[src/rtl/dma_debug_tap.sv]
// Passive two-channel DMA bus sniffer producing addr / nBytes / data debug words for a downstream ILA.
// Each channel tracks the running beat address, cumulative byte count, last data beat and protocol errors.

module dma_debug_tap_ch #(
    parameter int unsigned BEAT_BYTES = 8,
    parameter int unsigned LEN_W      = 16
) (
    input  logic             clk_i,
    input  logic             rst_i,
    input  logic             clr_i,
    input  logic             req_valid_i,
    input  logic             req_ready_i,
    input  logic [31:0]      req_addr_i,
    input  logic [LEN_W-1:0] req_beats_i,
    input  logic             beat_valid_i,
    input  logic             beat_ready_i,
    input  logic [63:0]      beat_data_i,
    output logic [31:0]      addr_o,
    output logic [63:0]      nbytes_o,
    output logic [63:0]      data_o,
    output logic             busy_o,
    output logic             err_o
);

    localparam logic [31:0] BEAT_INC32 = 32'(BEAT_BYTES);
    localparam logic [63:0] BEAT_INC64 = 64'(BEAT_BYTES);

    typedef enum logic {
        ST_IDLE  = 1'b0,
        ST_BURST = 1'b1
    } state_e;

    state_e           state_q;
    logic [LEN_W-1:0] beats_left_q;
    logic [31:0]      addr_q;
    logic [63:0]      nbytes_q;
    logic [63:0]      data_q;
    logic             err_q;

    logic req_fire;
    logic beat_fire;
    logic last_beat;
    logic err_set;

    assign req_fire  = req_valid_i & req_ready_i;
    assign beat_fire = beat_valid_i & beat_ready_i;
    assign last_beat = (state_q == ST_BURST) && beat_fire && (beats_left_q == LEN_W'(1));

    // A request is only legal while idle or on the closing beat; any beat outside a burst is stray.
    assign err_set = ((state_q == ST_IDLE) && beat_fire) ||
                     ((state_q == ST_BURST) && req_fire && !last_beat);

    always_ff @(posedge clk_i) begin
        if (rst_i) begin
            state_q      <= ST_IDLE;
            beats_left_q <= '0;
            addr_q       <= '0;
            nbytes_q     <= '0;
            data_q       <= '0;
            err_q        <= 1'b0;
        end else begin
            if (beat_fire) begin
                data_q <= beat_data_i;
            end

            if (clr_i) begin
                nbytes_q <= beat_fire ? BEAT_INC64 : '0;
            end else if (beat_fire) begin
                nbytes_q <= nbytes_q + BEAT_INC64;
            end

            if (err_set) begin
                err_q <= 1'b1;
            end else if (clr_i) begin
                err_q <= 1'b0;
            end

            case (state_q)
                ST_IDLE: begin
                    if (req_fire) begin
                        addr_q <= req_addr_i;
                        if (req_beats_i != '0) begin
                            beats_left_q <= req_beats_i;
                            state_q      <= ST_BURST;
                        end
                    end
                end
                ST_BURST: begin
                    if (beat_fire) begin
                        addr_q       <= addr_q + BEAT_INC32;
                        beats_left_q <= beats_left_q - LEN_W'(1);
                        if (last_beat) begin
                            state_q <= ST_IDLE;
                        end
                    end
                    // Back-to-back request on the closing beat overrides the beat's address/count update.
                    if (req_fire && last_beat) begin
                        addr_q       <= req_addr_i;
                        beats_left_q <= req_beats_i;
                        state_q      <= (req_beats_i != '0) ? ST_BURST : ST_IDLE;
                    end
                end
                default: state_q <= ST_IDLE;
            endcase
        end
    end

    assign addr_o   = addr_q;
    assign nbytes_o = nbytes_q;
    assign data_o   = data_q;
    assign busy_o   = (state_q == ST_BURST);
    assign err_o    = err_q;

endmodule

module dma_debug_tap #(
    parameter int unsigned BEAT_BYTES = 8,
    parameter int unsigned LEN_W      = 16
) (
    input  logic             v_clk0,
    input  logic             v_rst0,
    input  logic             dbg_clr,
    input  logic             ch0_req_valid,
    input  logic             ch0_req_ready,
    input  logic [31:0]      ch0_req_addr,
    input  logic [LEN_W-1:0] ch0_req_beats,
    input  logic             ch0_beat_valid,
    input  logic             ch0_beat_ready,
    input  logic [63:0]      ch0_beat_data,
    input  logic             ch1_req_valid,
    input  logic             ch1_req_ready,
    input  logic [31:0]      ch1_req_addr,
    input  logic [LEN_W-1:0] ch1_req_beats,
    input  logic             ch1_beat_valid,
    input  logic             ch1_beat_ready,
    input  logic [63:0]      ch1_beat_data,
    output logic [31:0]      v_debug0_0,
    output logic [63:0]      v_debug0_1,
    output logic [63:0]      v_debug0_2,
    output logic             ch0_busy,
    output logic             ch0_err,
    output logic [31:0]      v_debug1_0,
    output logic [63:0]      v_debug1_1,
    output logic [63:0]      v_debug1_2,
    output logic             ch1_busy,
    output logic             ch1_err
);

    dma_debug_tap_ch #(
        .BEAT_BYTES (BEAT_BYTES),
        .LEN_W      (LEN_W)
    ) u_ch0 (
        .clk_i        (v_clk0),
        .rst_i        (v_rst0),
        .clr_i        (dbg_clr),
        .req_valid_i  (ch0_req_valid),
        .req_ready_i  (ch0_req_ready),
        .req_addr_i   (ch0_req_addr),
        .req_beats_i  (ch0_req_beats),
        .beat_valid_i (ch0_beat_valid),
        .beat_ready_i (ch0_beat_ready),
        .beat_data_i  (ch0_beat_data),
        .addr_o       (v_debug0_0),
        .nbytes_o     (v_debug0_1),
        .data_o       (v_debug0_2),
        .busy_o       (ch0_busy),
        .err_o        (ch0_err)
    );

    dma_debug_tap_ch #(
        .BEAT_BYTES (BEAT_BYTES),
        .LEN_W      (LEN_W)
    ) u_ch1 (
        .clk_i        (v_clk0),
        .rst_i        (v_rst0),
        .clr_i        (dbg_clr),
        .req_valid_i  (ch1_req_valid),
        .req_ready_i  (ch1_req_ready),
        .req_addr_i   (ch1_req_addr),
        .req_beats_i  (ch1_req_beats),
        .beat_valid_i (ch1_beat_valid),
        .beat_ready_i (ch1_beat_ready),
        .beat_data_i  (ch1_beat_data),
        .addr_o       (v_debug1_0),
        .nbytes_o     (v_debug1_1),
        .data_o       (v_debug1_2),
        .busy_o       (ch1_busy),
        .err_o        (ch1_err)
    );

endmodule

[config.mk]
export PLATFORM = sky130hd
export DESIGN_NAME = dma_debug_tap
export DESIGN_NICKNAME = d
export VERILOG_FILES = /design/src/rtl/dma_debug_tap.sv
export SDC_FILE = /design/constraint.sdc
export NUM_CORES = 1
export LEC_CHECK = 0
export BUFFER_PORTS_ARGS = -buffer_cell sky130_fd_sc_hd__buf_2
export CAP_MARGIN = 40
export CORE_MARGIN = 2
export CORE_UTILIZATION = 25
export CTS_CLUSTER_DIAMETER = 100
export CTS_CLUSTER_SIZE = 16
export DETAILED_ROUTE_END_ITERATION = 7
export MAX_ROUTING_LAYER = met4
export PLACE_DENSITY_LB_ADDON = 0.05
export SLEW_MARGIN = 25
export SYNTH_ARGS = -nofsm -noshare
export SYNTH_HDL_FRONTEND = slang
export SYNTH_HIERARCHICAL = 1
export SYNTH_SLANG_ARGS = --single-unit
[constraint.sdc]
create_clock -name v_clk0 -period 3.4 [get_ports v_clk0]
set_input_delay 0.51 -clock v_clk0 [delete_from_list [all_inputs] [get_ports v_clk0]]
set_output_delay 0.51 -clock v_clk0 [all_outputs]
set_load 0.02 [all_outputs]
Word-level counts from Yosys, hierarchy flattened
Cells that the tools add are included.
{ "word_totals": {"register_bits": 356, "input_bits": 235} }
{ "op_classes": {"n_addsub": 6, "eq_ne": 8, "n_mux": 39, "bitwise_logic": 6, "reduce_logical": 26} }
{ "ops": {"columns": ["op", "count"], "rows": [
  ["64-bit 2-to-1 mux", 4],
  ["32-bit 2-to-1 mux", 6],
  ["64-bit by 4-bit adder with 64-bit output (second input constant)", 2],
  ["16-bit 2-to-1 mux", 8],
  ["32-bit case mux with 2 select lines", 2],
  ["32-bit by 4-bit adder with 32-bit output (second input constant)", 2],
  ["16-bit case mux with 2 select lines", 2],
  ["16-bit by 1-bit == test with 1-bit output (second input constant)", 2],
  ["16-bit nonzero test", 2],
  ["16-bit by 1-bit subtractor with 16-bit output (second input constant)", 2],
  ["1-bit 2-to-1 mux", 13],
  ["1-bit logical AND", 12],
  ["4-bit 2-to-1 mux", 2],
  ["2-bit nonzero test", 4],
  ["3-bit inequality test (second input constant)", 2],
  ["3-bit AND reduction", 2],
  ["1-bit AND", 4],
  ["2-bit by 1-bit inequality test with 1-bit output (second input constant)", 2],
  ["2-bit inequality test (second input constant)", 2],
  ["1-bit case mux with 2 select lines", 2],
  ["2-bit AND reduction", 2],
  ["1-bit logical NOT", 2],
  ["1-bit logical OR", 2],
  ["1-bit inverter", 2]
]} }

Longest topological paths before layout
Gate-level depths: netlist (run 1).
{ "logic_depth": {"ltp_word": 7, "depth_mapped": 9} }

Hierarchy
The synthesis (run 1) kept the hierarchy.
{ "modules_own_cells": {"columns": ["module", "instances", "cells_per_inst", "area_per_inst_um2"], "rows": [
  ["dma_debug_tap_ch", 2, 1034, 8390.5]
]} }

Worst setup path before layout (run 1)
Ideal clock, no wire load.
{ "synth_timing": {"path_kind": "register to register", "from": "register u_ch0.beats_left_q[1]", "to": "register u_ch0.addr_q[14] (netlist: u_ch0/addr_o[14])", "setup_time_ns": 0.103, "t_arrival_ns": 2.073, "setup_slack_ns": 1.223, "path_stages_with_launch": 9, "path_buffers": 1, "period_less_slack_ns": 2.177, "cell_sequence": "dfxtp_1 inv_1 ha_1 or3b_2 nor4_4 a21oi_2 buf_6 mux2i_1 a2111oi_2"} }
{ "synth_between": {"elab_chain_len": 5, "word_cells_on_any_way": 7, "classes_between": "eq/ne (2); mux (2); reduce/logical (3)"} }
{ "synth_lines": {"columns": ["item", "line_no", "rtl"], "rows": [
  ["start: declaration", "34", "logic [LEN_W-1:0] beats_left_q;"],
  ["start signal: assignment", "83", "beats_left_q <= req_beats_i;"],
  ["start signal: assignment", "91", "beats_left_q <= beats_left_q - LEN_W'(1);"],
  ["start signal: assignment", "99", "beats_left_q <= req_beats_i;"],
  ["16-bit by 1-bit == test with 1-bit output (*)", "47", "assign last_beat = (state_q == ST_BURST) && beat_fire && (beats_left_q == LEN_W'(1));"],
  ["1-bit logical AND (*)", "47", null],
  ["1-bit logical AND (*)", "97", "if (req_fire && last_beat) begin"],
  ["32-bit 2-to-1 mux / 3-bit inequality test (equally long branches)", null, null],
  ["32-bit case mux with 2 select lines / 2-bit AND reduction (equally long branches)", null, null],
  ["end signal: assignment", "81", "addr_q <= req_addr_i;"],
  ["end signal: assignment", "90", "addr_q <= addr_q + BEAT_INC32;"],
  ["end signal: assignment", "98", "addr_q <= req_addr_i;"],
  ["end: declaration", "35", "logic [31:0] addr_q;"]
]} }
Mark *: on every way between the ends. The rest lies on a longest branch, timed or not.
A chain may end at the register's enable or synchronous reset.

Worst setup path after layout (run 1)
Same ends and word-level chain as after synthesis.

==> results.md, run 1 <==
- Critical path class: reg -> reg
- GRT Total Usage: 0.189
- Commonest non-fill, non-tap cell in the layout: buf_2
- Top cells by area, synth: dfxtp_1 42%, nand2_1 8.4%, a21oi_1 6.6%
- Startpoint types: flop
- Sequential share of the synthesized area: 0.418
- DRT iter0 DRCs: 1198
- Dominant cell type by area after synthesis: dfxtp_1
- Post-synth cell types: 57
- Synth top area share: 0.418
- Root Buffer: clkbuf_16
- Relative max-transition margin: 0.168
- RR Startpoint: u_ch0/beats_left_q[1]$_SDFFE_PP0P_
- Final setup violation count: 0
- Clock latency on the worst-skew pair: 0.59 ns
- Gpl congestion: 0.806
- Total gr overflow: 0
- Leakage: 0.00821 uW
- Initial Utilization: 0.254
- Layout cells sized above 1: 0.269
- Largest net degree at the start of global routing: 163
- CP startpoint: u_ch0/beats_left_q[1]$_SDFFE_PP0P_
- DRT Pass-1 Iters: 5
- Fin util: 0.321
- CTS tree: built
- Final hold violations: 0
- Worst Hold Launch: ch1_beat_data[10]
- Crit path DAT: 3.18 ns
- # DRC: 0
- Setup bufs post-CTS: 0
- Final wirelength: 66800 um
- Nature of the critical path endpoint: flop
- Post-CTS Hold Buffers: 0
- Core area: 66100 um^2
- Drt wl/cell: 19.4 um
- Die width: 263 um
- RSZ-0062 raised after global routing: no
- Tightest Hold Check Type: in -> reg
- Critical Path Fanout Max: 33
- Worst-Margin Slew: 1.25 ns
- CP required: 3.88 ns
- Ports: 559
- Final Cycle Share: 0.792
- Reg clk slew, reported paths: 0.08 ns
- Vias per cell: 5.09
- Max Cap Viol: 0
- Max Root-Sink Buffers: 3
- Number of CTS-inserted buffers: 27
- Initial antenna violation count: 25
- Pwr dens: 424 nW/um^2
- Top FF cell, synth: dfxtp_1
- Fin Clk Skew: 0.0347 ns
- CP max stage delay: 0.49 ns
- Post-detail-place hpwl: 47500 um
- PostCTS Resize Cnt: 0
- Syn Std Cell Area: 16800 um^2
- CTS sink count: 350
- Die Height: 263 um
- IO Port Bufs: 552
- Post-layout min period: 2.69 ns
- Max Slew Vio Count: 0
- Yosys Warn Count: 6
- Worst R2R Setup Slack: 0.71 ns
- Vias in the first global route: 16900
- Cell area after layout: 21200 um^2
- DRT antenna net count: 0
- Synthesized area per cell: 8.11 um^2
- Global-route wire length before repair: 102000 um
- Post-synth EDFFs: 0
- Critical Path, Cell by Cell: inv_1 > ha_1 > or3b_2 > nor4_4 > a21oi_4 > buf_12 > mux2i_1 > a2111oi_2
- Total power: 9000 uW
- Most frequent cells in the layout: 551 x buf_2, 372 x nand2_1, 350 x dfxtp_1, 222 x a21oi_1, 130 x nand3_1
- Row count: 94
- Max Fclk: 0.371 GHz
- Nets@finish: 2796
- #FFs+latches synth: 350
- Area of the die: 69200 um^2
- Worst IR Drop VDD: 0.355 mV
- Ys async rst share: 0
- Fin Setup TNS: 0 ns
- # H-tree levels: 1
- Crit path max-delay cell type: or3b_2
- Outcome: finished clean
- Layout Area Growth over Synthesis: 26.6%
- Post-DP Area: 20400 um^2
- Vias: 17600
- Synthesized instance count: 2068
- Hold WS: 0.143 ns
[layer usage]
| metal | GRT usage | up-vias | share of wire |
|---|---|---|---|
| met5 | - | - | 0 |
| met4 | 0.0507 | 0 | 0.022 |
| met1 | 0.236 | 8493 | 0.44 |
| li1 | - | 8577 | - |
| met2 | 0.311 | 424 | 0.49 |
| met3 | 0.0368 | 69 | 0.052 |
[path summary, 6_finish.rpt]
check                                  end  depth (start not counted)
min reg2reg  u_ch0/data_o[39]$_SDFFE_PP0N_                          2
max reg2reg  u_ch0/addr_o[14]$_SDFFE_PP0P_                          8
max          u_ch0/addr_o[14]$_SDFFE_PP0P_                          8
min          u_ch1/data_o[10]$_SDFFE_PP0N_                          3
[where the power goes]
group          total [uW]  internal (uW)  leakage [uW]  switching, uW
combinational        1340            484       0.00497            852
sequential           4420           4250       0.00285            165
clock                3240           1580      0.000390           1670
[final cells by class]
class | instances | area [um^2]
repair buffers | 590 | 3090
flip-flops and latches | 350 | 7010
clock inverters | 7 | 73.8
inverters | 44 | 165
diodes | 24 | 60.1
multi-input cells | 1540 | 9050
clock buffers | 30 | 717
fillers | 7151 | 44900
well taps | 864 | 1080
[registers in the layout (all words and copies together) (netlist names)]
register,flops
u_ch0/data_o,64
u_ch1/data_o,64
u_ch1/beats_left_q,16
u_ch0/busy_o,1
u_ch1/busy_o,1
u_ch0/addr_o,32
u_ch0/err_o,1
u_ch0/nbytes_o,61
u_ch1/err_o,1
u_ch1/addr_o,32
u_ch0/beats_left_q,16
u_ch1/nbytes_o,61
[kinds of logic (layout without fill, tap and decap cells)]
group           after synthesis  in the layout  share of synthesized area
flops                       350            350                      0.418
fa+ha+maj                     8              8                    0.00597
buf+inv                     182            671                     0.0471
simple gates                942            942                      0.282
compound gates              486            486                      0.191
xor+xnor                     44             44                     0.0230
mux                          54             54                     0.0327
other cells                   2             30                   0.000448
[per-stage QoR]
stage	cells	setup WS [ns]
floorplan	2072	1.22
global placement	3387	0.724
detailed placement	3387	0.671
CTS	3424	0.706
global route	3449	0.442
finish	3449	0.706
[critical path: cells and delay by family, from the launching register on]
family / cells / cell delay [ns]
multiplexers: 1 / 0.16
AND/OR/NAND/NOR: 2 / 0.94
AO/OA/AOI/OAI: 2 / 0.66
buffers and inverters: 2 / 0.36
adder cells (fa/ha/maj): 1 / 0.14
flip-flops: 1 / 0.33
[synthesized netlist by cell type (12+ instances only)]
cell type  instances
inv_1             42
nor4_1            28
nand4_1           74
a41oi_1           12
nand2_1          376
a31oi_1           22
nor3_1            32
and4_1            18
dfxtp_1          350
or4_1             74
a21oi_1          222
a2111oi_2         20
xnor2_1           16
or3_1             36
clkbuf_1         102
o31ai_1           52
o32ai_1           12
xor2_1            28
a211oi_1          24
and2_1            18
o21ai_0           48
mux2i_1           48
nand3_1          130
and3_1            18
nor2_1           112
Power figures use the tool's default switching activity.
==> inputs of run 2 (changes only) <==
- clock period: 3.4 -> 2.5 ns (I/O delays scaled with it)
==> run 2 against run 1 <==
  * Non-clock buffer count rose by 131
  * Maximum frequency rose by 14%
  * Design area grew 5.5%
  * Sequential cell count unchanged
  * Count of clock-buffer cells in the layout shrank 1
  * Global-route usage increased by 0.15 points
  * Clock skew shrank 0.0091 ns
  * Clock power up 28%
  * Power up 35%
  * Critical path depth is 2 higher
  * Core utilization grew 1.8 points
  * Critical path type unchanged
  * Highest routed layer unchanged
==> results.md, run 2 (synthesis gave the netlist of run 1 again) <==
- Global-route wire length before repair: 103000 um (+1.3%)
- Max Root-Sink Buffers: 3 (unchanged)
- Area used by multi-input combinational logic: 9060 um^2 (+0.17%)
- DRT Pass-1 Iters: 5 (unchanged)
- Number of CTS-inserted buffers: 26 (-3.7%)
- Initial Utilization: 0.254 (unchanged)
- Max Fclk: 0.423 GHz (+14%)
- Initial antenna violation count: 25 (unchanged)
- Gpl congestion: 0.815 (+1.2%)
- Startpoint types: flop
- CP required: 2.95 ns (-0.93 ns)
- Root Buffer: clkbuf_16
- Max Cap Viol: 0 (unchanged)
- DRT antenna net count: 0 (unchanged)
- Final Cycle Share: 0.945 (+0.153)
- Area of the die: 69200 um^2 (unchanged)
- Crit path DAT: 2.81 ns (-0.37 ns)
- Comb pwr share: 0.169 (+0.021)
- Final setup violation count: 0 (unchanged)
- Critical Path Fanout Max: 7 (-79%)
- CTS sink count: 350 (unchanged)
- RR Startpoint: u_ch0/beats_left_q[1]$_SDFFE_PP0P_
- Vias per cell: 5.05 (-0.78%)
- Internal: 8560 uW (+36%)
- Pwr dens: 543 nW/um^2 (+28%)
- Die Height: 263 um (unchanged)
- Post-placement cell count: 3458 (+2.1%)
- Hold Path End: u_ch1/data_o[51]$_SDFFE_PP0N_
- Clk pwr share: 0.340 (-0.020)
- Net Sw Frac: 0.297 (-0.00159)
- Tightest Hold Check Type: in -> reg
- Most frequent cells in the layout: 551 x buf_2, 372 x nand2_1, 350 x dfxtp_1, 222 x a21oi_1, 130 x nand3_1
- Worst path top cell family by delay: simple AND/OR/NAND/NOR gates
- Place WS: 0.0109 ns (-0.660 ns)
- Worst IR Drop VDD: 0.483 mV (+36%)
- Outcome: finished clean
- Ports: 559 (unchanged)
- R2R Path End: u_ch0/beats_left_q[11]$_SDFFE_PP0P_
- Leakage: 0.00885 uW (+7.7%)
- Die width: 263 um (unchanged)
- Row count: 94 (unchanged)
- Vias: 18100 (+2.8%)
- Post-layout min period: 2.36 ns (-0.330 ns)
- Post-detail-place hpwl: 49300 um (+3.9%)
- Reg clk slew, reported paths: 0.08 ns (about the same)
- DRT iter0 DRCs: 1066 (-11%)
- Storage cell area: 7010 um^2 (unchanged)
- GRT Total Usage: 0.190 (+0.00147)
- Final worst slack: 0.136 ns (-0.570 ns)
- Core area: 66100 um^2 (unchanged)
- Vias in the first global route: 17400 (+2.9%)
- R2R depth: 10 (+2)
- CP bufs+invs: 4 (+2)
- Fin Setup TNS: 0 ns (unchanged)
- CTS tree: built
- Nets@finish: 2926 (+4.6%)
- Worst Hold Launch: ch1_beat_data[51]
- Sw Pwr: 3610 uW (+35%)
- WHS Path Cells: 3 (unchanged)
- Fin Clk Skew: 0.0257 ns (-0.00908 ns)
- Nature of the critical path endpoint: flop
- Crit path max-delay cell type: or3b_2
- Part of the power in registers: 0.491 (about the same)
- Relative max-transition margin: 0.477 (+0.309)
- Final wirelength: 67800 um (+1.5%)
- Fin util: 0.339 (+0.0176)
- CP max stage delay: 0.48 ns (about the same)
- Total gr overflow: 0 (unchanged)
- Final hold violations: 0 (unchanged)
- Worst R2R Setup Slack: 0.14 ns (-0.57 ns)
- Final non-filler cell total: 3575 (+3.7%)
- Largest net degree at the start of global routing: 72 (-56%)
- Layout Area Growth over Synthesis: 33.5%
- Clock latency on the worst-skew pair: 0.59 ns (about the same)
- Hold WS: 0.0345 ns (-0.109 ns)
- Critical path class: reg -> reg
- Layout cells sized above 1: 0.286 (+0.0171)
- # DRC: 0 (unchanged)
- Fill count: 7109 (-0.59%)
- IO Port Bufs: 552 (unchanged)
- # H-tree levels: 1 (unchanged)
- Critical Path, Cell by Cell: inv_1 > ha_1 > or3b_2 > nor4_4 > buf_6 > a21o_4 > buf_12 > buf_4 > o21ai_0 > a32o_1
- Commonest non-fill, non-tap cell in the layout: buf_2
- Worst-Margin Slew: 0.784 ns (-0.463 ns)
- Max Slew Vio Count: 0 (unchanged)
- Drt wl/cell: 19.0 um (-2.1%)
run 2: cell type report:
type	count	area share
Inverter	44	0.00737
Clock inverter	4	0.00106
Sequential cell	350	0.313
Antenna cell	23	0.00257
Tap cell	864	0.0482
Clock buffer	29	0.0309
Multi-Input combinational cell	1540	0.405
Timing Repair Buffer	721	0.193
run 2: repair_timing:
item,in CTS,in global routing
resized for setup,0,3
hold buffers,47,0
cloned,0,1
endpoints found under the hold margin,47,0
setup buffers,7,6
setup endpoints to repair,1,36
pin swaps,4,3
run 2: worst max-delay path by stage:
stage | from | end | slack [ns] | depth (start not counted)
global route | u_ch1/beats_left_q[1]$_SDFFE_PP0P_ | u_ch1/beats_left_q[4]$_SDFFE_PP0P_ | -0.009 | 9
detailed placement | u_ch1/beats_left_q[1]$_SDFFE_PP0P_ | u_ch1/beats_left_q[14]$_SDFFE_PP0P_ | 0.01 | 9
global placement | ch1_req_valid | u_ch1/beats_left_q[6]$_SDFFE_PP0P_ | -0.13 | 6
finish | u_ch0/beats_left_q[1]$_SDFFE_PP0P_ | u_ch0/beats_left_q[11]$_SDFFE_PP0P_ | 0.14 | 10
floorplan | u_ch0/beats_left_q[1]$_SDFFE_PP0P_ | u_ch0/addr_o[14]$_SDFFE_PP0P_ | 0.32 | 8
CTS | u_ch0/beats_left_q[1]$_SDFFE_PP0P_ | u_ch0/addr_o[26]$_SDFFE_PP0P_ | 0.02 | 10
run 2: tightest hold or removal path: cells and delay by family:
kind            cells  cell delay [ns]
buf+inv             1             0.10
simple gates        1             0.05
compound gates      1             0.05
run 2: power groups by stage:
stage	logic (uW)	registers (uW)	clock network [uW]
3_3_place_gp	1950	6110	0
4_1_cts	2050	5980	4370
3_5_place_dp	1970	6110	0
2_1_floorplan	944	6290	0
5_1_grt	2240	6020	4520
6_report	2050	5980	4140
run 2: through the flow:
stage | instance area [um^2] | power (uW)
2_1_floorplan | 16800 | 7230
3_3_place_gp | 21000 | 8050
3_5_place_dp | 21000 | 8080
4_1_cts | 22300 | 12400
5_1_grt | 22400 | 12800
6_report | 22400 | 12200
run 2: layer usage:
metal | up-vias | share of wire | track usage
met5 | - | 0 | -
met1 | 8716 | 0.45 | 0.240
li1 | 8829 | - | -
met4 | 0 | 0.021 | 0.0517
met3 | 77 | 0.049 | 0.0317
met2 | 441 | 0.48 | 0.314
